`src/rtl/mips_muldiv_seq_pkg.sv`:
```
// Shared types for the sequential MIPS HI/LO multiply/divide unit.
package mips_md_pkg;

  typedef enum logic [2:0] {
    MD_MULT  = 3'd0,
    MD_MULTU = 3'd1,
    MD_DIV   = 3'd2,
    MD_DIVU  = 3'd3,
    MD_MTHI  = 3'd4,
    MD_MTLO  = 3'd5,
    MD_NOP6  = 3'd6,
    MD_NOP7  = 3'd7
  } t_md_op;

  typedef enum logic [1:0] {
    ST_IDLE = 2'd0,
    ST_RUN  = 2'd1,
    ST_FIX  = 2'd2
  } t_md_state;

  function automatic logic md_is_iterative(input t_md_op op);
    return (op == MD_MULT) || (op == MD_MULTU) || (op == MD_DIV) || (op == MD_DIVU);
  endfunction

endpackage

```
`src/rtl/mips_muldiv_seq_if.sv`:
```
// CPU-side request/result bundle of the multiply/divide unit.
interface mips_muldiv_seq_if #(parameter int WIDTH = 32);
  import mips_md_pkg::*;

  logic             clock_enable;
  logic             start;
  t_md_op           op;
  logic [WIDTH-1:0] rs_val;
  logic [WIDTH-1:0] rt_val;
  logic             busy;
  logic             done;
  logic [WIDTH-1:0] hi;
  logic [WIDTH-1:0] lo;

  modport master (
    output clock_enable, start, op, rs_val, rt_val,
    input  busy, done, hi, lo
  );

  modport slave (
    input  clock_enable, start, op, rs_val, rt_val,
    output busy, done, hi, lo
  );

endinterface

```
`src/rtl/mips_md_datapath.sv`:
```
// Iteration datapath: unsigned shift-add multiply / restoring divide on operand
// magnitudes, plus final sign correction of the result.
module mips_md_datapath
  import mips_md_pkg::*;
#(
  parameter int WIDTH = 32
) (
  input  logic             clk,
  input  logic             load,
  input  logic             step,
  input  t_md_op           op,
  input  logic [WIDTH-1:0] rs_val,
  input  logic [WIDTH-1:0] rt_val,
  output logic [WIDTH-1:0] res_hi,
  output logic [WIDTH-1:0] res_lo
);

  function automatic logic [WIDTH-1:0] cond_neg_w(input logic [WIDTH-1:0] x, input logic en);
    return en ? -x : x;
  endfunction

  function automatic logic [2*WIDTH-1:0] cond_neg_2w(input logic [2*WIDTH-1:0] x, input logic en);
    return en ? -x : x;
  endfunction

  // acc: product upper half / partial remainder; sh: multiplier / quotient shift register
  logic [WIDTH-1:0] acc_q, acc_d;
  logic [WIDTH-1:0] sh_q, sh_d;
  logic [WIDTH-1:0] m_q, m_d;
  logic             div_q, div_d;
  logic             negq_q, negq_d;
  logic             negr_q, negr_d;
  logic             dz_q, dz_d;

  logic             is_div_op;
  logic             signed_op;
  logic             neg_a;
  logic             neg_b;
  logic [WIDTH-1:0] mag_a;
  logic [WIDTH-1:0] mag_b;
  logic [WIDTH:0]   sum;
  logic [WIDTH:0]   shifted;
  logic             ge;

  assign is_div_op = (op == MD_DIV) || (op == MD_DIVU);
  assign signed_op = (op == MD_MULT) || (op == MD_DIV);
  assign neg_a     = signed_op & rs_val[WIDTH-1];
  assign neg_b     = signed_op & rt_val[WIDTH-1];
  assign mag_a     = cond_neg_w(rs_val, neg_a);
  assign mag_b     = cond_neg_w(rt_val, neg_b);

  always_comb begin
    acc_d   = acc_q;
    sh_d    = sh_q;
    m_d     = m_q;
    div_d   = div_q;
    negq_d  = negq_q;
    negr_d  = negr_q;
    dz_d    = dz_q;
    sum     = '0;
    shifted = '0;
    ge      = 1'b0;
    if (load) begin
      acc_d  = '0;
      sh_d   = is_div_op ? mag_a : mag_b;
      m_d    = is_div_op ? mag_b : mag_a;
      div_d  = is_div_op;
      negq_d = neg_a ^ neg_b;
      negr_d = neg_a;
      dz_d   = (rt_val == '0);
    end else if (step) begin
      if (div_q) begin
        shifted = {acc_q, sh_q[WIDTH-1]};
        ge      = (shifted >= {1'b0, m_q});
        acc_d   = ge ? WIDTH'(shifted - {1'b0, m_q}) : shifted[WIDTH-1:0];
        sh_d    = {sh_q[WIDTH-2:0], ge};
      end else begin
        sum   = {1'b0, acc_q} + (sh_q[0] ? {1'b0, m_q} : {(WIDTH+1){1'b0}});
        acc_d = sum[WIDTH:1];
        sh_d  = {sum[0], sh_q[WIDTH-1:1]};
      end
    end
  end

  always_ff @(posedge clk) begin
    acc_q  <= acc_d;
    sh_q   <= sh_d;
    m_q    <= m_d;
    div_q  <= div_d;
    negq_q <= negq_d;
    negr_q <= negr_d;
    dz_q   <= dz_d;
  end

  // Divide by zero forces an all-ones quotient; the remainder path already yields rs_val.
  logic [2*WIDTH-1:0] prod_fix;
  logic [WIDTH-1:0]   quo_fix;
  logic [WIDTH-1:0]   rem_fix;

  assign prod_fix = cond_neg_2w({acc_q, sh_q}, negq_q);
  assign quo_fix  = dz_q ? '1 : cond_neg_w(sh_q, negq_q);
  assign rem_fix  = cond_neg_w(acc_q, negr_q);
  assign res_hi   = div_q ? rem_fix : prod_fix[2*WIDTH-1:WIDTH];
  assign res_lo   = div_q ? quo_fix : prod_fix[WIDTH-1:0];

endmodule

```
`src/rtl/mips_muldiv_seq.sv`:
```
// Sequential MIPS HI/LO unit: one bit per cycle multiply/divide, MTHI/MTLO,
// IDLE -> RUN (WIDTH cycles) -> FIX (sign correction, HI/LO write).
module mips_muldiv_seq
  import mips_md_pkg::*;
#(
  parameter int WIDTH = 32,
  parameter int CNT_W = $clog2(WIDTH + 1)
) (
  input  logic              clk,
  input  logic              reset,
  mips_muldiv_seq_if.slave  md
);

  t_md_state        state_q, state_d;
  logic [CNT_W-1:0] count_q, count_d;
  logic             busy_q, busy_d;
  logic             done_q, done_d;
  logic [WIDTH-1:0] hi_q, hi_d;
  logic [WIDTH-1:0] lo_q, lo_d;

  logic             load;
  logic             step;
  logic [WIDTH-1:0] res_hi;
  logic [WIDTH-1:0] res_lo;

  always_comb begin
    state_d = state_q;
    count_d = count_q;
    busy_d  = busy_q;
    done_d  = 1'b0;
    hi_d    = hi_q;
    lo_d    = lo_q;
    load    = 1'b0;
    step    = 1'b0;
    case (state_q)
      ST_IDLE: begin
        if (md.start) begin
          if (md.op == MD_MTHI) begin
            hi_d = md.rs_val;
          end else if (md.op == MD_MTLO) begin
            lo_d = md.rs_val;
          end else if (md_is_iterative(md.op)) begin
            load    = md.clock_enable;
            count_d = CNT_W'(WIDTH);
            busy_d  = 1'b1;
            state_d = ST_RUN;
          end
        end
      end
      ST_RUN: begin
        step    = md.clock_enable;
        count_d = count_q - CNT_W'(1);
        if (count_q == CNT_W'(1)) state_d = ST_FIX;
      end
      ST_FIX: begin
        hi_d    = res_hi;
        lo_d    = res_lo;
        done_d  = 1'b1;
        busy_d  = 1'b0;
        state_d = ST_IDLE;
      end
      default: begin
        busy_d  = 1'b0;
        state_d = ST_IDLE;
      end
    endcase
  end

  always_ff @(posedge clk) begin
    if (reset) begin
      state_q <= ST_IDLE;
      count_q <= '0;
      busy_q  <= 1'b0;
      done_q  <= 1'b0;
      hi_q    <= '0;
      lo_q    <= '0;
    end else if (md.clock_enable) begin
      state_q <= state_d;
      count_q <= count_d;
      busy_q  <= busy_d;
      done_q  <= done_d;
      hi_q    <= hi_d;
      lo_q    <= lo_d;
    end
  end

  mips_md_datapath #(.WIDTH(WIDTH)) u_datapath (
    .clk    (clk),
    .load   (load),
    .step   (step),
    .op     (md.op),
    .rs_val (md.rs_val),
    .rt_val (md.rt_val),
    .res_hi (res_hi),
    .res_lo (res_lo)
  );

  assign md.busy = busy_q;
  assign md.done = done_q;
  assign md.hi   = hi_q;
  assign md.lo   = lo_q;

endmodule

```
`src/flat_wrapper.sv`:
```
// flat-port wrapper written by rule: the top's interface ports become plain ports
module mips_muldiv_seq_flat import mips_md_pkg::*;
#(
  parameter int WIDTH = 32,
  parameter int CNT_W = $clog2(WIDTH + 1)
)
  (clk, reset, md_clock_enable, md_start, md_op, md_rs_val, md_rt_val, md_busy, md_done, md_hi, md_lo);
  mips_muldiv_seq_if #(.WIDTH(WIDTH)) md_i ();
  input  logic clk;
  input  logic reset;
  input wire logic [$bits(md_i.clock_enable)-1:0] md_clock_enable;
  input wire logic [$bits(md_i.start)-1:0] md_start;
  input wire logic [$bits(md_i.op)-1:0] md_op;
  input wire logic [$bits(md_i.rs_val)-1:0] md_rs_val;
  input wire logic [$bits(md_i.rt_val)-1:0] md_rt_val;
  output wire logic [$bits(md_i.busy)-1:0] md_busy;
  output wire logic [$bits(md_i.done)-1:0] md_done;
  output wire logic [$bits(md_i.hi)-1:0] md_hi;
  output wire logic [$bits(md_i.lo)-1:0] md_lo;
  assign md_i.clock_enable = md_clock_enable;
  assign md_i.start = md_start;
  assign md_i.op = md_op;
  assign md_i.rs_val = md_rs_val;
  assign md_i.rt_val = md_rt_val;
  assign md_busy = md_i.busy;
  assign md_done = md_i.done;
  assign md_hi = md_i.hi;
  assign md_lo = md_i.lo;
  mips_muldiv_seq #(.WIDTH(WIDTH), .CNT_W(CNT_W)) u_core (.clk(clk), .reset(reset), .md(md_i));
endmodule
```
`config.mk`:
```
export PLATFORM = sky130hd
export DESIGN_NAME = mips_muldiv_seq_flat
export DESIGN_NICKNAME = d
export VERILOG_FILES = /design/src/rtl/mips_muldiv_seq_pkg.sv /design/src/rtl/mips_muldiv_seq_if.sv /design/src/rtl/mips_md_datapath.sv /design/src/rtl/mips_muldiv_seq.sv /design/src/flat_wrapper.sv
export SDC_FILE = /design/constraint.sdc
export NUM_CORES = 1
export LEC_CHECK = 0
export ABC_AREA = 1
export CAP_MARGIN = 20
export CELL_PAD_IN_SITES_DETAIL_PLACEMENT = 0
export CELL_PAD_IN_SITES_GLOBAL_PLACEMENT = 2
export CORE_ASPECT_RATIO = 0.75
export CORE_UTILIZATION = 35
export CTS_BUF_LIST = sky130_fd_sc_hd__clkbuf_8
export CTS_CLUSTER_SIZE = 24
export DETAILED_ROUTE_END_ITERATION = 8
export DONT_BUFFER_PORTS = 1
export HOLD_SLACK_MARGIN = 0.08
export PLACE_DENSITY_LB_ADDON = 0.2
export SLEW_MARGIN = 20
export SYNTH_ARGS = -nofsm -noshare
export SYNTH_HDL_FRONTEND = slang
export SYNTH_HIERARCHICAL = 1
export SYNTH_SLANG_ARGS = --single-unit
```
`constraint.sdc`:
```
create_clock -name clk -period 4.33 [get_ports clk]
set_input_delay 0.6495 -clock clk [delete_from_list [all_inputs] [get_ports clk]]
set_output_delay 0.6495 -clock clk [all_outputs]
set_load 0.02 [all_outputs]
```
==> qor.yml, run 1 <==
status: "finished clean"
die_height_um: 204
htreeDepth: 4
via_count: 22200
final.setup_skew_ns: 0.0290
dp_cells: 3947
postRouteAntennaNets: 0
reg2reg_to: "u_core/md.hi[24]"
yosys-top-cells-area: "nand2_1, dfxtp_1, edfxtp_1, nand3_1, inv_1"
fin_nets: 3397
synth_seq_area_share: 0.219
grt_pass1_vias: 19700
cp.arrival_ns: 4.19
yosys_warnings: 6
grt_start_max_net_pins: 70
slew_violations: 0
post-synth-top-area-cell: "nand2_1"
port_buffers: 0
via_per_inst: 5.58
synth_top_family_by_area: "simple AND/OR/NAND/NOR gates"
synth.distinct_cells: 55
synth_fa_ha_area_frac: 0.0483
synth_mux_area_frac: 0
grt.overflow.total: 0
fin_util: 0.375
dieWidth_um: 271
postCtsSetupBuffers: 0
end_kind: "register"
synthXorXnorAreaFrac: 0.0443
comb_power_share: 0.577
pwr-share-clk: 0.151
grt.total_usage: 0.336
design_power_total_mw: 8.45
antenna_found_initial: 2
power_leakage_nw: 9.58
die_area_sq_um: 55200
cts_hold_buf: 0
ys_seq_elements: 174
period_needed_ns: 3.71
clkTransAtPathRegs_ns: 0.13
yosys.area_share.simple: 0.431
r2r_start: "u_core/u_datapath/acc_q[0]"
p_int_mw: 3.63
drv_cap: 0
path_max_fanout: 6
min_path_cells: 1
pin_count: 137
layout-drive-gt1-share: 0.0380
instances_no_fill: 3981
hold_viol_final: 0
cp.required_ns: 4.81
seqPwrFrac: 0.272
fin_crit_sh: 0.857
hold_class: "input port to register"
routed_wl_mm: 94.6
worst_pin_slew_ns: 1.11
grt_pass1_wl_mm: 136
cts_tree: "done"
crit_path_end: "u_core/md.hi[24]"
grt_setup_unrepaired: "false"
syn_to_final_growth_pct: 5.25
first_pass_iters: 6
finalSetupTns_ns: 0
routabilityCongestion: 1.01
p_sw_frac: 0.570
syn_nets: 3474
setup_viol: 0
clockBufferDepth: 2
synth_cells: 3331
startpoint: "u_core/u_datapath/acc_q[0]"
setup_ws_ns: 0.621
power_switching_mw: 4.82
synth_compound_gate_area_share: 0.136
critical_path_class: "register to register"
max-slew-margin-rel: 0.255
start_kind: "register"
fmax_ghz: 0.270
clockRootBuffer: "clkbuf_8"
cts_sinks: 174
wl_per_cell_um: 23.8
reg2reg_slack_ns: 0.62
rr_worst_depth: 16
numCtsBuffers: 17
synth_top_area_frac: 0.215
dp_hpwl_mm: 78.5
drc_errors: 0
cts_resized: 0
num_rows: 73
max-vdd-ir-drop_mv: 0.173
insertion_delay_ns: 0.55
start_util: 0.356
drtIter0Drc: 3612
p_per_area_nw_per_um2: 423
place_ws_ns: 0.793
synthesis.area_sq_um: 19000
syn_avg_cell_area_sq_um: 5.70
core_sq_um: 53200
## critical path: stages (launching register included)
cell and delay [ns]:
dfxtp_1 0.38, inv_1 0.30, ha_1 0.38, nand3_1 0.27, nor2_1 0.25, nand2_1 0.13
nor3_1 0.31, nand2_1 0.23, xor2_1 0.47, nand2_1 0.14, o21ai_0 0.11, nand2_1 0.07
nand2_1 0.12, nand3_1 0.09, nand2_1 0.14, nand3_1 0.09, a21oi_1 0.16
## kinds of logic (layout without fill, tap and decap cells)
| group | after synthesis | after routing |
|---|---|---|
| fa+ha+maj | 72 | 72 |
| other cells | 0 | 2 |
| flops | 174 | 174 |
| compound gates | 476 | 476 |
| xor+xnor | 96 | 96 |
| buf+inv | 583 | 519 |
| simple gates | 1930 | 1930 |
## per-layer routing
metal / GRT usage / part of all wire / up-vias
li1: - / - / 10500
met3: 0.0990 / 0.13 / 59
met5: 0 / 0 / -
met1: 0.538 / 0.49 / 10400
met4: 0.0565 / 0.013 / 0
met2: 0.425 / 0.37 / 1212
## power by group through the flow
stage / registers [mW] / clock network [mW] / logic (mW)
4_1_cts: 2.27 / 1.30 / 4.66
3_5_place_dp: 2.31 / 0 / 4.64
6_report: 2.30 / 1.28 / 4.87
3_3_place_gp: 2.29 / 0 / 4.72
2_1_floorplan: 2.11 / 0 / 2.98
5_1_grt: 2.29 / 1.36 / 5.22
## stage by stage
stage | instance area [sq um] | hold slack, ns
after floorplan | 19000 | 0.458
after global placement | 19500 | 0.465
after detailed placement | 19500 | 0.470
after CTS | 20000 | 0.124
after global routing | 20000 | 0.126
final | 20000 | 0.167
## state kept, by name, summed over array words and instances (netlist names)
signal / count
u_core/count_q: 6
u_core/md.busy: 1
u_core/md.done: 1
u_core/md.hi: 32
u_core/md.lo: 32
u_core/state_q: 2
u_core/u_datapath/acc_q: 32
u_core/u_datapath/div_q: 1
u_core/u_datapath/dz_q: 1
u_core/u_datapath/m_q: 32
u_core/u_datapath/negq_q: 1
u_core/u_datapath/negr_q: 1
u_core/u_datapath/sh_q: 32
## placed cells by master (no fill, tap or decap), types with 4 or more instances in the layout
cell,instances
a21boi_0,14
a21o_1,5
a21oi_1,203
a31oi_1,10
buf_4,33
clkbuf_8,17
clkinv_8,4
dfxtp_1,105
edfxtp_1,68
ha_1,70
inv_1,446
inv_2,5
inv_8,7
nand2_1,1085
nand2_2,13
nand3_1,362
nand3_2,4
nand3b_1,36
nand4_1,35
nor2_1,326
nor2_2,11
nor2_4,5
nor3_1,30
nor4_1,5
o211ai_1,18
o21a_1,7
o21ai_0,182
o21ai_1,9
o21bai_1,8
o22ai_1,6
or2_2,5
xnor2_1,7
xor2_1,89
## cell type report
type	count	area (sq um)
antenna	2	5.00
clock buffer	17	234
clock inverter	15	186
fill	6025	33300
inverter	454	1710
multi-input combinational	2574	12500
sequential	174	4170
tap	712	891
timing repair buffer	33	248
## synth_stat cells, drive strengths merged
cell type / number
a21oi: 204
a21o: 5
o221ai: 1
nor3b: 3
nand3b: 36
o2111ai: 1
buf: 56
o31ai: 3
and2: 2
inv: 453
nor3: 34
fa: 2
ha: 70
nand2: 1100
a31oi: 10
edfxtp: 68
nor2: 342
clkbuf: 73
xor2: 89
and3: 1
a22oi: 2
dfxtp: 106
a21boi: 15
o21a: 7
or2: 6
o21ai: 194
nand4: 35
o211ai: 19
xnor2: 7
o21bai: 8
clkinv: 1
o22ai: 7
nand3: 366
nor4: 5
## how the worst min path moves through the flow
stage / startpoint / end / slack [ns]
floorplan: u_core/count_q[5] / u_core/count_q[5] / 0.46
global placement: u_core/count_q[5] / u_core/count_q[5] / 0.47
detailed placement: u_core/count_q[5] / u_core/count_q[5] / 0.47
CTS: reset / u_core/md.lo[8] / 0.12
global route: reset / u_core/count_q[5] / 0.13
finish: reset / u_core/md.lo[8] / 0.17
Power figures use the tool's default switching activity.
==> run 2, diff against run 1 <==
--- a/config.mk
+++ b/config.mk
@@ -6,7 +6,6 @@
 export NUM_CORES = 1
 export LEC_CHECK = 0
 export ABC_AREA = 1
-export CAP_MARGIN = 20
 export CELL_PAD_IN_SITES_DETAIL_PLACEMENT = 0
 export CELL_PAD_IN_SITES_GLOBAL_PLACEMENT = 2
 export CORE_ASPECT_RATIO = 0.75
@@ -17,6 +16,7 @@
 export DONT_BUFFER_PORTS = 1
 export HOLD_SLACK_MARGIN = 0.08
 export PLACE_DENSITY_LB_ADDON = 0.2
+export SKIP_LAST_GASP = 1
 export SLEW_MARGIN = 20
 export SYNTH_ARGS = -nofsm -noshare
 export SYNTH_HDL_FRONTEND = slang
==> results of run 2 <==
Final layout, timing and power as in run 1 (identical DEF).
